`config.mk`:
```
export PLATFORM = sky130hd
export DESIGN_NAME = id_ex_stage_flat
export DESIGN_NICKNAME = d
export VERILOG_FILES = /design/src/rtl/id_ex_stage_if.sv /design/src/rtl/id_ex_stage.sv /design/src/flat_wrapper.sv
export SDC_FILE = /design/constraint.sdc
export NUM_CORES = 1
export LEC_CHECK = 0
export CORE_MARGIN = 3
export CORE_UTILIZATION = 35
export CTS_CLUSTER_DIAMETER = 80
export CTS_CLUSTER_SIZE = 25
export DETAILED_ROUTE_END_ITERATION = 8
export PLACE_DENSITY = 0.85
export SLEW_MARGIN = 25
export SYNTH_ARGS = -nofsm -noshare
export SYNTH_HDL_FRONTEND = slang
export SYNTH_SLANG_ARGS = --single-unit
```
`constraint.sdc`:
```
create_clock -name clk -period 1.82 [get_ports clk]
set_clock_uncertainty 0.1 [all_clocks]
set_input_delay 0.364 -clock clk [delete_from_list [all_inputs] [get_ports clk]]
set_output_delay 0.364 -clock clk [all_outputs]
set_load 0.05 [all_outputs]
```
`src/rtl/id_ex_stage_if.sv`:
```
// ID/EX stage bus: decode-side inputs toward the stage and the EX-side
// pipeline register outputs, plus the load-use stall back to PC/IF-ID.
interface id_ex_stage_if #(
  parameter int WIDTH     = 32,
  parameter int WIDTH_ADD = 5,
  parameter int CTRL_W    = 8,
  parameter int CNT_W     = 16
);
  logic                 hold;
  logic                 flush;
  logic                 id_valid;
  logic [31:0]          id_instr;
  logic                 id_uses_rs;
  logic                 id_uses_rt;
  logic                 id_mem_read;
  logic                 id_reg_write;
  logic [CTRL_W-1:0]    id_ctrl;
  logic [WIDTH-1:0]     read_data1;
  logic [WIDTH-1:0]     read_data2;
  logic                 stall;
  logic                 ex_valid;
  logic [WIDTH-1:0]     ex_rs_data;
  logic [WIDTH-1:0]     ex_rt_data;
  logic [WIDTH-1:0]     ex_imm;
  logic [WIDTH_ADD-1:0] ex_rs;
  logic [WIDTH_ADD-1:0] ex_rt;
  logic [WIDTH_ADD-1:0] ex_rd;
  logic                 ex_mem_read;
  logic                 ex_reg_write;
  logic [CTRL_W-1:0]    ex_ctrl;
  logic [CNT_W-1:0]     bubble_count;

  modport master (
    output hold, flush, id_valid, id_instr, id_uses_rs, id_uses_rt,
           id_mem_read, id_reg_write, id_ctrl, read_data1, read_data2,
    input  stall, ex_valid, ex_rs_data, ex_rt_data, ex_imm, ex_rs, ex_rt,
           ex_rd, ex_mem_read, ex_reg_write, ex_ctrl, bubble_count
  );

  modport slave (
    input  hold, flush, id_valid, id_instr, id_uses_rs, id_uses_rt,
           id_mem_read, id_reg_write, id_ctrl, read_data1, read_data2,
    output stall, ex_valid, ex_rs_data, ex_rt_data, ex_imm, ex_rs, ex_rt,
           ex_rd, ex_mem_read, ex_reg_write, ex_ctrl, bubble_count
  );
endinterface

```
`src/rtl/id_ex_stage.sv`:
```
// ID/EX pipeline register with load-use hazard detection, one-bubble
// insertion, branch flush, global hold and a saturating bubble counter.
module id_ex_stage #(
  parameter int WIDTH     = 32,
  parameter int WIDTH_ADD = 5,
  parameter int CTRL_W    = 8,
  parameter int CNT_W     = 16
) (
  input  logic          clk,
  input  logic          reset,
  id_ex_stage_if.slave  bus
);
  localparam logic [CNT_W-1:0] CNT_MAX = {CNT_W{1'b1}};
  localparam logic [CNT_W-1:0] CNT_ONE = {{(CNT_W-1){1'b0}}, 1'b1};

  function automatic logic [WIDTH-1:0] sign_ext16(input logic [15:0] imm);
    return WIDTH'($signed(imm));
  endfunction

  logic                 valid_r, mem_read_r, reg_write_r;
  logic [WIDTH-1:0]     rs_data_r, rt_data_r, imm_r;
  logic [WIDTH_ADD-1:0] rs_r, rt_r, rd_r;
  logic [CTRL_W-1:0]    ctrl_r;
  logic [CNT_W-1:0]     cnt_r;

  logic                 valid_s, mem_read_s, reg_write_s;
  logic [WIDTH-1:0]     rs_data_s, rt_data_s, imm_s;
  logic [WIDTH_ADD-1:0] rs_s, rt_s, rd_s;
  logic [CTRL_W-1:0]    ctrl_s;
  logic [CNT_W-1:0]     cnt_s;

  logic [WIDTH_ADD-1:0] id_rs_s, id_rt_s, id_rd_s;
  logic                 hz_s;

  assign id_rs_s = WIDTH_ADD'(bus.id_instr[25:21]);
  assign id_rt_s = WIDTH_ADD'(bus.id_instr[20:16]);
  assign id_rd_s = WIDTH_ADD'(bus.id_instr[15:11]);

  // Load-use hazard: the load in EX targets a register the ID instruction reads; $0 never counts.
  always_comb begin
    hz_s = valid_r & mem_read_r & (rt_r != {WIDTH_ADD{1'b0}}) & bus.id_valid &
           ((bus.id_uses_rs & (id_rs_s == rt_r)) | (bus.id_uses_rt & (id_rt_s == rt_r)));
  end

  assign bus.stall = hz_s & ~bus.flush & reset;

  // Next-state selection: hold > flush > hazard bubble > normal load.
  always_comb begin
    valid_s     = valid_r;
    rs_data_s   = rs_data_r;
    rt_data_s   = rt_data_r;
    imm_s       = imm_r;
    rs_s        = rs_r;
    rt_s        = rt_r;
    rd_s        = rd_r;
    mem_read_s  = mem_read_r;
    reg_write_s = reg_write_r;
    ctrl_s      = ctrl_r;
    cnt_s       = cnt_r;
    if (bus.hold) begin
      cnt_s = cnt_r;
    end else if (bus.flush || hz_s) begin
      valid_s     = 1'b0;
      rs_data_s   = {WIDTH{1'b0}};
      rt_data_s   = {WIDTH{1'b0}};
      imm_s       = {WIDTH{1'b0}};
      rs_s        = {WIDTH_ADD{1'b0}};
      rt_s        = {WIDTH_ADD{1'b0}};
      rd_s        = {WIDTH_ADD{1'b0}};
      mem_read_s  = 1'b0;
      reg_write_s = 1'b0;
      ctrl_s      = {CTRL_W{1'b0}};
      if (!bus.flush && (cnt_r != CNT_MAX)) begin
        cnt_s = cnt_r + CNT_ONE;
      end else begin
        cnt_s = cnt_r;
      end
    end else begin
      valid_s     = bus.id_valid;
      rs_data_s   = bus.read_data1;
      rt_data_s   = bus.read_data2;
      imm_s       = sign_ext16(bus.id_instr[15:0]);
      rs_s        = id_rs_s;
      rt_s        = id_rt_s;
      rd_s        = id_rd_s;
      mem_read_s  = bus.id_mem_read & bus.id_valid;
      reg_write_s = bus.id_reg_write & bus.id_valid;
      ctrl_s      = bus.id_valid ? bus.id_ctrl : {CTRL_W{1'b0}};
    end
  end

  // Pipeline register with asynchronous clear; restarts empty after reset.
  always_ff @(posedge clk or negedge reset) begin
    if (!reset) begin
      valid_r     <= 1'b0;
      rs_data_r   <= {WIDTH{1'b0}};
      rt_data_r   <= {WIDTH{1'b0}};
      imm_r       <= {WIDTH{1'b0}};
      rs_r        <= {WIDTH_ADD{1'b0}};
      rt_r        <= {WIDTH_ADD{1'b0}};
      rd_r        <= {WIDTH_ADD{1'b0}};
      mem_read_r  <= 1'b0;
      reg_write_r <= 1'b0;
      ctrl_r      <= {CTRL_W{1'b0}};
      cnt_r       <= {CNT_W{1'b0}};
    end else begin
      valid_r     <= valid_s;
      rs_data_r   <= rs_data_s;
      rt_data_r   <= rt_data_s;
      imm_r       <= imm_s;
      rs_r        <= rs_s;
      rt_r        <= rt_s;
      rd_r        <= rd_s;
      mem_read_r  <= mem_read_s;
      reg_write_r <= reg_write_s;
      ctrl_r      <= ctrl_s;
      cnt_r       <= cnt_s;
    end
  end

  assign bus.ex_valid     = valid_r;
  assign bus.ex_rs_data   = rs_data_r;
  assign bus.ex_rt_data   = rt_data_r;
  assign bus.ex_imm       = imm_r;
  assign bus.ex_rs        = rs_r;
  assign bus.ex_rt        = rt_r;
  assign bus.ex_rd        = rd_r;
  assign bus.ex_mem_read  = mem_read_r;
  assign bus.ex_reg_write = reg_write_r;
  assign bus.ex_ctrl      = ctrl_r;
  assign bus.bubble_count = cnt_r;
endmodule

```
`src/flat_wrapper.sv`:
```
// flat-port wrapper written by rule: the top's interface ports become plain ports
module id_ex_stage_flat 
#(
  parameter int WIDTH     = 32,
  parameter int WIDTH_ADD = 5,
  parameter int CTRL_W    = 8,
  parameter int CNT_W     = 16
)
  (clk, reset, bus_hold, bus_flush, bus_id_valid, bus_id_instr, bus_id_uses_rs, bus_id_uses_rt, bus_id_mem_read, bus_id_reg_write, bus_id_ctrl, bus_read_data1, bus_read_data2, bus_stall, bus_ex_valid, bus_ex_rs_data, bus_ex_rt_data, bus_ex_imm, bus_ex_rs, bus_ex_rt, bus_ex_rd, bus_ex_mem_read, bus_ex_reg_write, bus_ex_ctrl, bus_bubble_count);
  id_ex_stage_if #(.WIDTH(WIDTH), .WIDTH_ADD(WIDTH_ADD), .CTRL_W(CTRL_W), .CNT_W(CNT_W)) bus_i ();
  input  logic clk;
  input  logic reset;
  input wire logic [$bits(bus_i.hold)-1:0] bus_hold;
  input wire logic [$bits(bus_i.flush)-1:0] bus_flush;
  input wire logic [$bits(bus_i.id_valid)-1:0] bus_id_valid;
  input wire logic [$bits(bus_i.id_instr)-1:0] bus_id_instr;
  input wire logic [$bits(bus_i.id_uses_rs)-1:0] bus_id_uses_rs;
  input wire logic [$bits(bus_i.id_uses_rt)-1:0] bus_id_uses_rt;
  input wire logic [$bits(bus_i.id_mem_read)-1:0] bus_id_mem_read;
  input wire logic [$bits(bus_i.id_reg_write)-1:0] bus_id_reg_write;
  input wire logic [$bits(bus_i.id_ctrl)-1:0] bus_id_ctrl;
  input wire logic [$bits(bus_i.read_data1)-1:0] bus_read_data1;
  input wire logic [$bits(bus_i.read_data2)-1:0] bus_read_data2;
  output wire logic [$bits(bus_i.stall)-1:0] bus_stall;
  output wire logic [$bits(bus_i.ex_valid)-1:0] bus_ex_valid;
  output wire logic [$bits(bus_i.ex_rs_data)-1:0] bus_ex_rs_data;
  output wire logic [$bits(bus_i.ex_rt_data)-1:0] bus_ex_rt_data;
  output wire logic [$bits(bus_i.ex_imm)-1:0] bus_ex_imm;
  output wire logic [$bits(bus_i.ex_rs)-1:0] bus_ex_rs;
  output wire logic [$bits(bus_i.ex_rt)-1:0] bus_ex_rt;
  output wire logic [$bits(bus_i.ex_rd)-1:0] bus_ex_rd;
  output wire logic [$bits(bus_i.ex_mem_read)-1:0] bus_ex_mem_read;
  output wire logic [$bits(bus_i.ex_reg_write)-1:0] bus_ex_reg_write;
  output wire logic [$bits(bus_i.ex_ctrl)-1:0] bus_ex_ctrl;
  output wire logic [$bits(bus_i.bubble_count)-1:0] bus_bubble_count;
  assign bus_i.hold = bus_hold;
  assign bus_i.flush = bus_flush;
  assign bus_i.id_valid = bus_id_valid;
  assign bus_i.id_instr = bus_id_instr;
  assign bus_i.id_uses_rs = bus_id_uses_rs;
  assign bus_i.id_uses_rt = bus_id_uses_rt;
  assign bus_i.id_mem_read = bus_id_mem_read;
  assign bus_i.id_reg_write = bus_id_reg_write;
  assign bus_i.id_ctrl = bus_id_ctrl;
  assign bus_i.read_data1 = bus_read_data1;
  assign bus_i.read_data2 = bus_read_data2;
  assign bus_stall = bus_i.stall;
  assign bus_ex_valid = bus_i.ex_valid;
  assign bus_ex_rs_data = bus_i.ex_rs_data;
  assign bus_ex_rt_data = bus_i.ex_rt_data;
  assign bus_ex_imm = bus_i.ex_imm;
  assign bus_ex_rs = bus_i.ex_rs;
  assign bus_ex_rt = bus_i.ex_rt;
  assign bus_ex_rd = bus_i.ex_rd;
  assign bus_ex_mem_read = bus_i.ex_mem_read;
  assign bus_ex_reg_write = bus_i.ex_reg_write;
  assign bus_ex_ctrl = bus_i.ex_ctrl;
  assign bus_bubble_count = bus_i.bubble_count;
  id_ex_stage #(.WIDTH(WIDTH), .WIDTH_ADD(WIDTH_ADD), .CTRL_W(CTRL_W), .CNT_W(CNT_W)) u_core (.clk(clk), .reset(reset), .bus(bus_i));
endmodule
```
==> impl_metrics.yaml, run 1 <==
pwr:
  p_sw_mw: 2.43
  p_leak_nw: 3.92
  p_sw_frac: 0.289
  sequentialPowerShare: 0.344
  vdd.ir_drop.worst_mv: 0.585
  p_int_mw: 5.97
  power_density_nw_per_um2: 1010
  clock_power_share: 0.423
  pwr-share-comb: 0.233
cells_and_area:
  diodes: 0
  fill_cells: 937
  drive_above_1_share: 0.384
  final_common_cell: "buf_4"
  nets: 725
  fin_area_um2: 8310
  area_delta_synth_final_pct: 77.5
  final_cells: 795
  layout_common_cells: "buf_4 (143), dfrtp_1 (106), clkdlybuf4s50_1 (104)"
yosys:
  seq_area_frac_synth: 0.626
  ys_types: 25
  avgSynthCellArea_um2: 13.4
  synth-warning-count: 0
  syn-cell-area_um2: 4680
  syn-num-nets: 464
  synth_seq_cells: 117
  syn_inst: 350
sta:
  period_share: 1.32
  slew_headroom: 0.550
  min_period_ns: 2.41
  setup_viol: 118
  max_freq_mhz: 415
  worstMarginPinSlew_ns: 0.674
  drv_slew: 0
  setup_ws_ns: -0.588
  grt_setup_unrepaired: "true"
  hold_viol: 0
min_path:
  hp-class: "in -> reg"
routing:
  vias: 4029
  final_antenna_net_count: 0
  drcViolationCount: 0
  wl_per_cell_um: 19.4
  routed_wl_um: 15400
  first_pass_iters: 4
  viasPerCell: 5.07
  first_iter_violations: 264
outcome:
  status: "finished, violations left"
  failed_checks: "negative setup slack"
floorplan:
  die_h_um: 122
  dieArea_um2: 14800
  io_pins: 252
  start_util: 0.365
  coreArea_um2: 12800
  die_w_um: 122
  rows: 41
placed_design:
  place_area_um2: 7320
  gp_congestion: 0.802
  post-place-ws_ns: -0.548
  placedCellCount: 747
  place_hpwl_um: 9880
  port-buffer-count: 245
critical_path:
  end_kind: "output port"
  start_kind: "register"
  arrival_ns: 1.94
  critical_path_class: "reg -> out"
  worstPathRequired_ns: 1.36
  critPathMaxFanout: 2
global_route:
  overflow: 0
  grt_pass1_wl_um: 23700
  track_usage: 0.207
  grt_pass1_vias: 4338
  grt_max_degree: 118
  antenna_found_initial: 2
cts:
  root_buffer: "clkbuf_16"
  cts.sinks: 117
  cts_max_level: 4
  clk_pin_slew_ns: 0.06
  clock_latency_ns: 0.41
  numCtsBuffers: 17
  cts_buffer_depth: 2
  cts_tree: "yes"
job:
  cap_viol_max_count: 0
[logic make-up after synthesis]
logic type / after synthesis / share of synthesized area
DFF: 117 / 0.626
AOI/OAI and AO/OA: 105 / 0.197
adders and majority gates: 1 / 0.00267
xor gates and xnor gates: 25 / 0.0468
muxes: 1 / 0.00241
buffers and inverters: 49 / 0.0652
and+or+nand+nor: 52 / 0.0604
[cells in the mapped netlist (all sizes together)]
cell type / number / area, um^2
a21oi: 2 / 10.0
a22o: 91 / 797
a32o: 10 / 100
and3: 5 / 31.3
and4b: 1 / 10.0
buf: 33 / 245
clkbuf: 14 / 52.6
dfrtp: 117 / 2930
ha: 1 / 12.5
inv: 2 / 7.50
mux2: 1 / 11.3
nand2: 5 / 18.8
nand3: 16 / 80.1
nand4: 10 / 62.6
nor2: 3 / 11.3
nor3: 6 / 30.0
nor4: 3 / 18.8
o21ai: 1 / 8.76
o22ai: 1 / 6.26
or2: 1 / 6.26
or3: 1 / 6.26
or4: 1 / 7.51
xnor2: 25 / 219
[sequential cells by signal, indices dropped and copies added (netlist names)]
name	cells
u_core.bus.ex_rs_data	32
u_core.bus.ex_rt_data	32
u_core.bus.bubble_count	16
u_core.bus.ex_imm	12
u_core.bus.ex_ctrl	8
u_core.bus.ex_rs	5
u_core.bus.ex_rt	5
u_core.bus.ex_rd	4
u_core.bus.ex_mem_read	1
u_core.bus.ex_reg_write	1
u_core.bus.ex_valid	1
[layout make-up]
cell class	instances	area (um^2)	share of cell area
inverter	2	7.51	0.000904
clock inverter	10	153	0.0184
tap	172	215	0.0259
multi-input combinational	184	1540	0.185
sequential	117	2940	0.354
clock buffer	21	470	0.0566
timing repair buffer	289	2980	0.359
[critical path, cell delays in order (launching register included)]
cell and delay [ns]:
dfrtp_2 0.41, or4_4 0.56, o21ai_4 0.16, inv_2 0.07, and4b_4 0.20, buf_12 0.14
[per-layer routing]
layer	track usage	routed length (um)	vias to the layer above
met5	0	21	-
met4	0.0833	330	4
met3	0.0594	1230	27
met2	0.353	7860	209
met1	0.247	5970	1964
li1	-	-	1825
[what timing repair did]
action,4_1_cts,5_1_grt
pin swaps,5,6
hold endpoints to repair,2,0
setup buffers,9,2
endpoints found under the setup margin,118,118
cloned,6,0
resized for setup,15,6
hold buffers,1,0
[power groups by stage]
stage / Sequential, mW / Clock, mW / Combinational [mW]
floorplan: 3.52 / 0 / 0.462
global placement: 2.92 / 0 / 1.84
detailed placement: 2.92 / 0 / 1.87
CTS: 2.89 / 3.59 / 1.96
global route: 2.91 / 3.71 / 2.04
finish: 2.89 / 3.55 / 1.96
[final timing paths]
| kind | startpoint | end | cells past startpoint | slack (ns) |
|---|---|---|---|---|
| min | bus_hold | u_core.bus.bubble_count[1] | 4 | 0.31 |
| max | u_core.bus.ex_rt[4] | bus_stall | 5 | -0.59 |
| max in group asynchronous | reset | u_core.bus.bubble_count[7] | 3 | 0.50 |
| min in group asynchronous | reset | u_core.bus.ex_valid | 3 | 0.50 |
| max reg2reg | u_core.bus.ex_rt[2] | u_core.bus.ex_ctrl[7] | 11 | -0.42 |
| min reg2reg | u_core.bus.ex_ctrl[5] | u_core.bus.ex_ctrl[5] | 1 | 0.39 |
[through the flow]
step / utilization / setup TNS [ns] / hold slack [ns] / power [mW]
global placement: 0.571 / -45.67 / 0.368 / 4.76
finish: 0.648 / -36.57 / 0.312 / 8.40
global route: 0.648 / -47.52 / 0.318 / 8.66
CTS: 0.643 / -30.87 / 0.282 / 8.43
detailed placement: 0.571 / -50.51 / 0.385 / 4.79
floorplan: - / -25.21 / -0.0316 / 3.98
Power figures use the tool's default switching activity.
==> inputs of run 2 (changes only) <==
- SLEW_MARGIN: 25 -> 15
==> results of run 2 <==
The final DEF is identical to that of run 1; final timing and power are the same.
==> inputs of run 3 (changes only) <==
- CORE_UTILIZATION: 35 -> 42
- PLACE_DENSITY: 0.85 -> 0.81
- TNS_END_PERCENT: unset -> 30
- clock period: 1.82 -> 3 ns (I/O delays scaled with it)
==> run 3 against run 2 <==
Against the previous run: the run now ends clean; clock power down 43%; die area shrank 16%; total power is 42% lower; register-to-register slack improved by 1.1 ns; critical path depth is the same; wire length shrank 13%; hold slack worse by 0.17 ns; global-route usage is 0.74 points higher; highest routed layer is now met4.
==> impl_metrics.yaml, run 3 (synthesized netlist as in run 1, its figures left out) <==
sta:
  slew_headroom: 0.277
  drv_slew: 0
  min_period_ns: 2.90
  fin_hold_ws_ns: 0.142
  period_share: 0.967
  grt_setup_unrepaired: "false"
  max_freq_mhz: 345
  finalSetupTns_ns: 0
  setup_viol: 0
  hold_viol: 0
  worstMarginPinSlew_ns: 1.09
routing:
  drcViolationCount: 0
  viasPerCell: 5.39
  final_antenna_net_count: 0
  routed_wl_um: 13500
  first_pass_iters: 4
  wl_per_cell_um: 18.6
  first_iter_violations: 196
  vias: 3900
cts:
  cts_resized: 0
  clk_pin_slew_ns: 0.05
  post-cts-setup-buffers: 0
  cts.sinks: 117
  numCtsBuffers: 17
  cts_tree: "yes"
  root_buffer: "clkbuf_8"
  cts_hold_buf: 0
  clock_latency_ns: 0.50
  cts_max_level: 4
  cts_buffer_depth: 2
critical_path:
  critPathMaxFanout: 5
  cp-startpoint: "u_core.bus.ex_rt[3]"
  critPathTopFamily: "simple AND/OR/NAND/NOR gates"
  r2r_start: "u_core.bus.ex_rt[3]"
  r2r_end: "u_core.bus.ex_rs_data[31]"
  critPathBufInv: 2
  cp_slowest_cell: "or4_1"
  end_kind: "output port"
  rr_worst_depth: 6
  critical_path.cell_chain: "or4_1, o21ai_2, inv_2, and4b_1, buf_12"
  worstPathRequired_ns: 2.30
  start_kind: "register"
  cpPeakStageDelay_ns: 0.57
  arrival_ns: 2.20
  ff2ff_setup_slack_ns: 0.69
  critical_path_class: "reg -> out"
pwr:
  p_leak_nw: 3.31
  vdd.ir_drop.worst_mv: 0.331
  power_density_nw_per_um2: 630
cells_and_area:
  area_delta_synth_final_pct: 64.3
  drive_above_1_share: 0.0750
  diodes: 0
  nets: 689
  final_common_cell: "clkdlybuf4s50_1"
  layout_common_cells: "clkdlybuf4s50_1 (242), dfrtp_1 (117), a22o_1 (91)"
placed_design:
  place_hpwl_um: 9220
  port-buffer-count: 245
  gp_congestion: 0.848
global_route:
  grt_pass1_vias: 4050
  track_usage: 0.215
  overflow: 0
  grt_pass1_wl_um: 21200
  grt_max_degree: 102
  antenna_found_initial: 0
outcome:
  status: "completed"
job:
  cap_viol_max_count: 0
floorplan:
  die_h_um: 112
  rows: 37
  dieArea_um2: 12400
  io_pins: 252
  die_w_um: 112
  coreArea_um2: 10600
  start_util: 0.442
min_path:
  hp-class: "in -> async"
run 3: cell count changes in the layout (fill, tap and decap cells not counted), sizes merged:
cell           delta
clkbuf            +1
buf             -168
dlygate4sd3       -1
clkinvlp          +1
clkdlybuf4s50   +138
bufbuf            -5
bufinv            -1
clkinv            -1
run 3: per-layer routing:
layer | wire, um | part of all wire | vias up | track usage
met1 | 5230 | 0.39 | 1930 | 0.256
met4 | 235 | 0.017 | 0 | 0.0746
li1 | - | - | 1751 | -
met5 | 0 | 0 | - | 0
met2 | 6950 | 0.52 | 200 | 0.366
met3 | 1050 | 0.078 | 19 | 0.0701
run 3: area by class of cell:
cell class,count,area [um^2]
Sequential cell,117,2930
Fill cell,702,2910
Inverter,2,7.51
Multi-Input combinational cell,184,1460
Clock inverter,9,125
Timing Repair Buffer,253,2530
Tap cell,136,170
Clock buffer,22,473
run 3: worst max path at each step:
stage | to | cells after the start
floorplan | bus_stall | 5
CTS | bus_stall | 5
global route | bus_stall | 5
detailed placement | u_core.bus.ex_ctrl[7] | 8
finish | bus_stall | 5
global placement | bus_stall | 6
run 3: through the flow:
step	instance area [um^2]	utilization	setup WS, ns	power, mW	cells
2_1_floorplan	4680	-	0.127	2.41	350
3_3_place_gp	7090	0.669	0.207	2.84	692
3_5_place_dp	7090	0.669	0.149	2.86	692
4_1_cts	7690	0.726	0.0510	4.89	723
5_1_grt	7690	0.726	0.0110	5.01	723
6_report	7690	0.726	0.100	4.84	723
run 3: power by group:
group | switching (mW) | internal (mW) | total, mW
registers | 0.0744 | 1.68 | 1.76
logic | 0.650 | 0.421 | 1.07
clock network | 0.674 | 1.34 | 2.01
==> variant: new RTL, config.mk and constraints of run 2 <==
`WIDTH_ADD` is set to 5 in 3 places; all go to 10.
--- a/src/rtl/id_ex_stage_if.sv
+++ b/src/rtl/id_ex_stage_if.sv
@@ -3,5 +3,5 @@
 interface id_ex_stage_if #(
   parameter int WIDTH     = 32,
-  parameter int WIDTH_ADD = 5,
+  parameter int WIDTH_ADD = 10,
   parameter int CTRL_W    = 8,
   parameter int CNT_W     = 16
--- a/src/rtl/id_ex_stage.sv
+++ b/src/rtl/id_ex_stage.sv
@@ -3,5 +3,5 @@
 module id_ex_stage #(
   parameter int WIDTH     = 32,
-  parameter int WIDTH_ADD = 5,
+  parameter int WIDTH_ADD = 10,
   parameter int CTRL_W    = 8,
   parameter int CNT_W     = 16
--- a/src/flat_wrapper.sv
+++ b/src/flat_wrapper.sv
@@ -3,5 +3,5 @@
 #(
   parameter int WIDTH     = 32,
-  parameter int WIDTH_ADD = 5,
+  parameter int WIDTH_ADD = 10,
   parameter int CTRL_W    = 8,
   parameter int CNT_W     = 16
Interface: changed (resized bus_ex_rd, bus_ex_rs and bus_ex_rt); port bits go from 252 to 267. No check against the original RTL was run, so the function may have changed too.
==> variant against run 2 <==
Via count is 5.4% higher; core utilization is 2.7 points higher; largest power group unchanged; power is 2.8% higher; critical path depth is 1 lower; the flow still finishes with violations (setup timing); sequential cell count stayed put; die area is 3.8% higher; area after synthesis is 4.0% higher; worst hold slack better by 0.076 ns; sequential share of layout area is 2.8 points lower; cell area is 8.9% higher; combinational power is 12% higher; routed wire length is 2.9% higher; setup slack worse by 0.012 ns.
==> variant: results (changes against run 2) <==
Pre-CTS setup slack: -0.647 ns (was -0.548 ns)
Hold Path Sink: u_core.bus.ex_ctrl[4]$_DFFE_PN0N_ (was u_core.bus.bubble_count[1]$_DFFE_PN0P_)
Worst path arrival time: 1.96 ns (was 1.94 ns)
Status: finished, violations left (unchanged)
Syn avg cell area: 13.2 sq um (was 13.4 sq um)
Tap cell count: 176 (was 172)
Most frequent cells after synthesis: 117 x dfrtp_1, 91 x a22o_1, 36 x buf_4, 24 x xnor2_1, 15 x clkbuf_1 (was 117 x dfrtp_1, 91 x a22o_1, 32 x buf_4, 25 x xnor2_1, 16 x nand3_1)
Vias in the first global route: 4374 (was 4338)
Sw frac: 30.1% (was 28.9%)
Final setup viols: 118 (unchanged)
Reg-to-reg setup timing slack: -0.53 ns (was -0.42 ns)
VDD IR max: 0.530 mV (was 0.585 mV)
Hold wc startpoint: u_core.bus.ex_ctrl[4]$_DFFE_PN0N_ (was bus_hold)
Hold path depth: 1 (was 4)
Post-route insts no fill: 848 (was 795)
Non-clk buf share: 39.8% (was 35.9%)
Logic gate share of total power: 25.5% (was 23.3%)
Relative slew slack: 56.1% (was 55.0%)
Dpl hpwl: 10.3 mm (was 9.88 mm)
Synth Area in Adders: 0.257% (was 0.267%)
Post-Synth XOR/XNOR Area: 4.32% (was 4.68%)
Failing checks: setup timing (unchanged)
Routed len/inst: 18.7 um (was 19.4 um)
Reg2reg start: u_core.bus.ex_rt[0]$_DFFE_PN0N_ (was u_core.bus.ex_rt[2]$_DFFE_PN0N_)
Number of multi-input logic gates: 204 (was 184)
Final worst slack: -0.600 ns (was -0.588 ns)
Fraction of area in registers: 32.6% (was 35.4%)
PostCTS Resize Cnt: 38 (was 15)
Sequential cells: 117 (unchanged)
Setup TNS: -50.79 ns (was -36.57 ns)
DP Area: 7500 sq um (was 7320 sq um)
Multi-input logic portion of the cell area: 18.2% (was 18.5%)
Unique masters post-synth: 31 (was 25)
Clock network share of area: 6.97% (was 7.50%)
GR Util All Layers: 20.3% (was 20.7%)
First-pass GRT wire length: 23.8 mm (was 23.7 mm)
Met1 usage: 25.7% (was 24.7%)
Flop pwr share: 33.6% (was 34.4%)
Met1 wire length: 6.48 mm (was 5.97 mm)
Sequential area share after synthesis: 60.1% (was 62.6%)
[variant: cell count changes after synthesis, sizes merged, moves of 2 or more]
cell / delta
nand2: +2
and3: -2
inv: -2
nor3: -3
buf: +14
and4: +3
nand3: -3
nor2: +4
[variant: worst max-delay path by stage]
stage / start / to / slack (ns)
2_1_floorplan: u_core.bus.ex_rt[1]$_DFFE_PN0N_ / bus_stall / -0.36
3_3_place_gp: bus_id_instr[19] / u_core.bus.bubble_count[1]$_DFFE_PN0P_ / -0.59
3_5_place_dp: bus_id_instr[18] / u_core.bus.bubble_count[1]$_DFFE_PN0P_ / -0.65
4_1_cts: u_core.bus.ex_rt[4]$_DFFE_PN0N_ / bus_stall / -0.64
5_1_grt: u_core.bus.ex_rt[0]$_DFFE_PN0N_ / bus_stall / -0.64
6_report: u_core.bus.ex_rt[0]$_DFFE_PN0N_ / bus_stall / -0.60
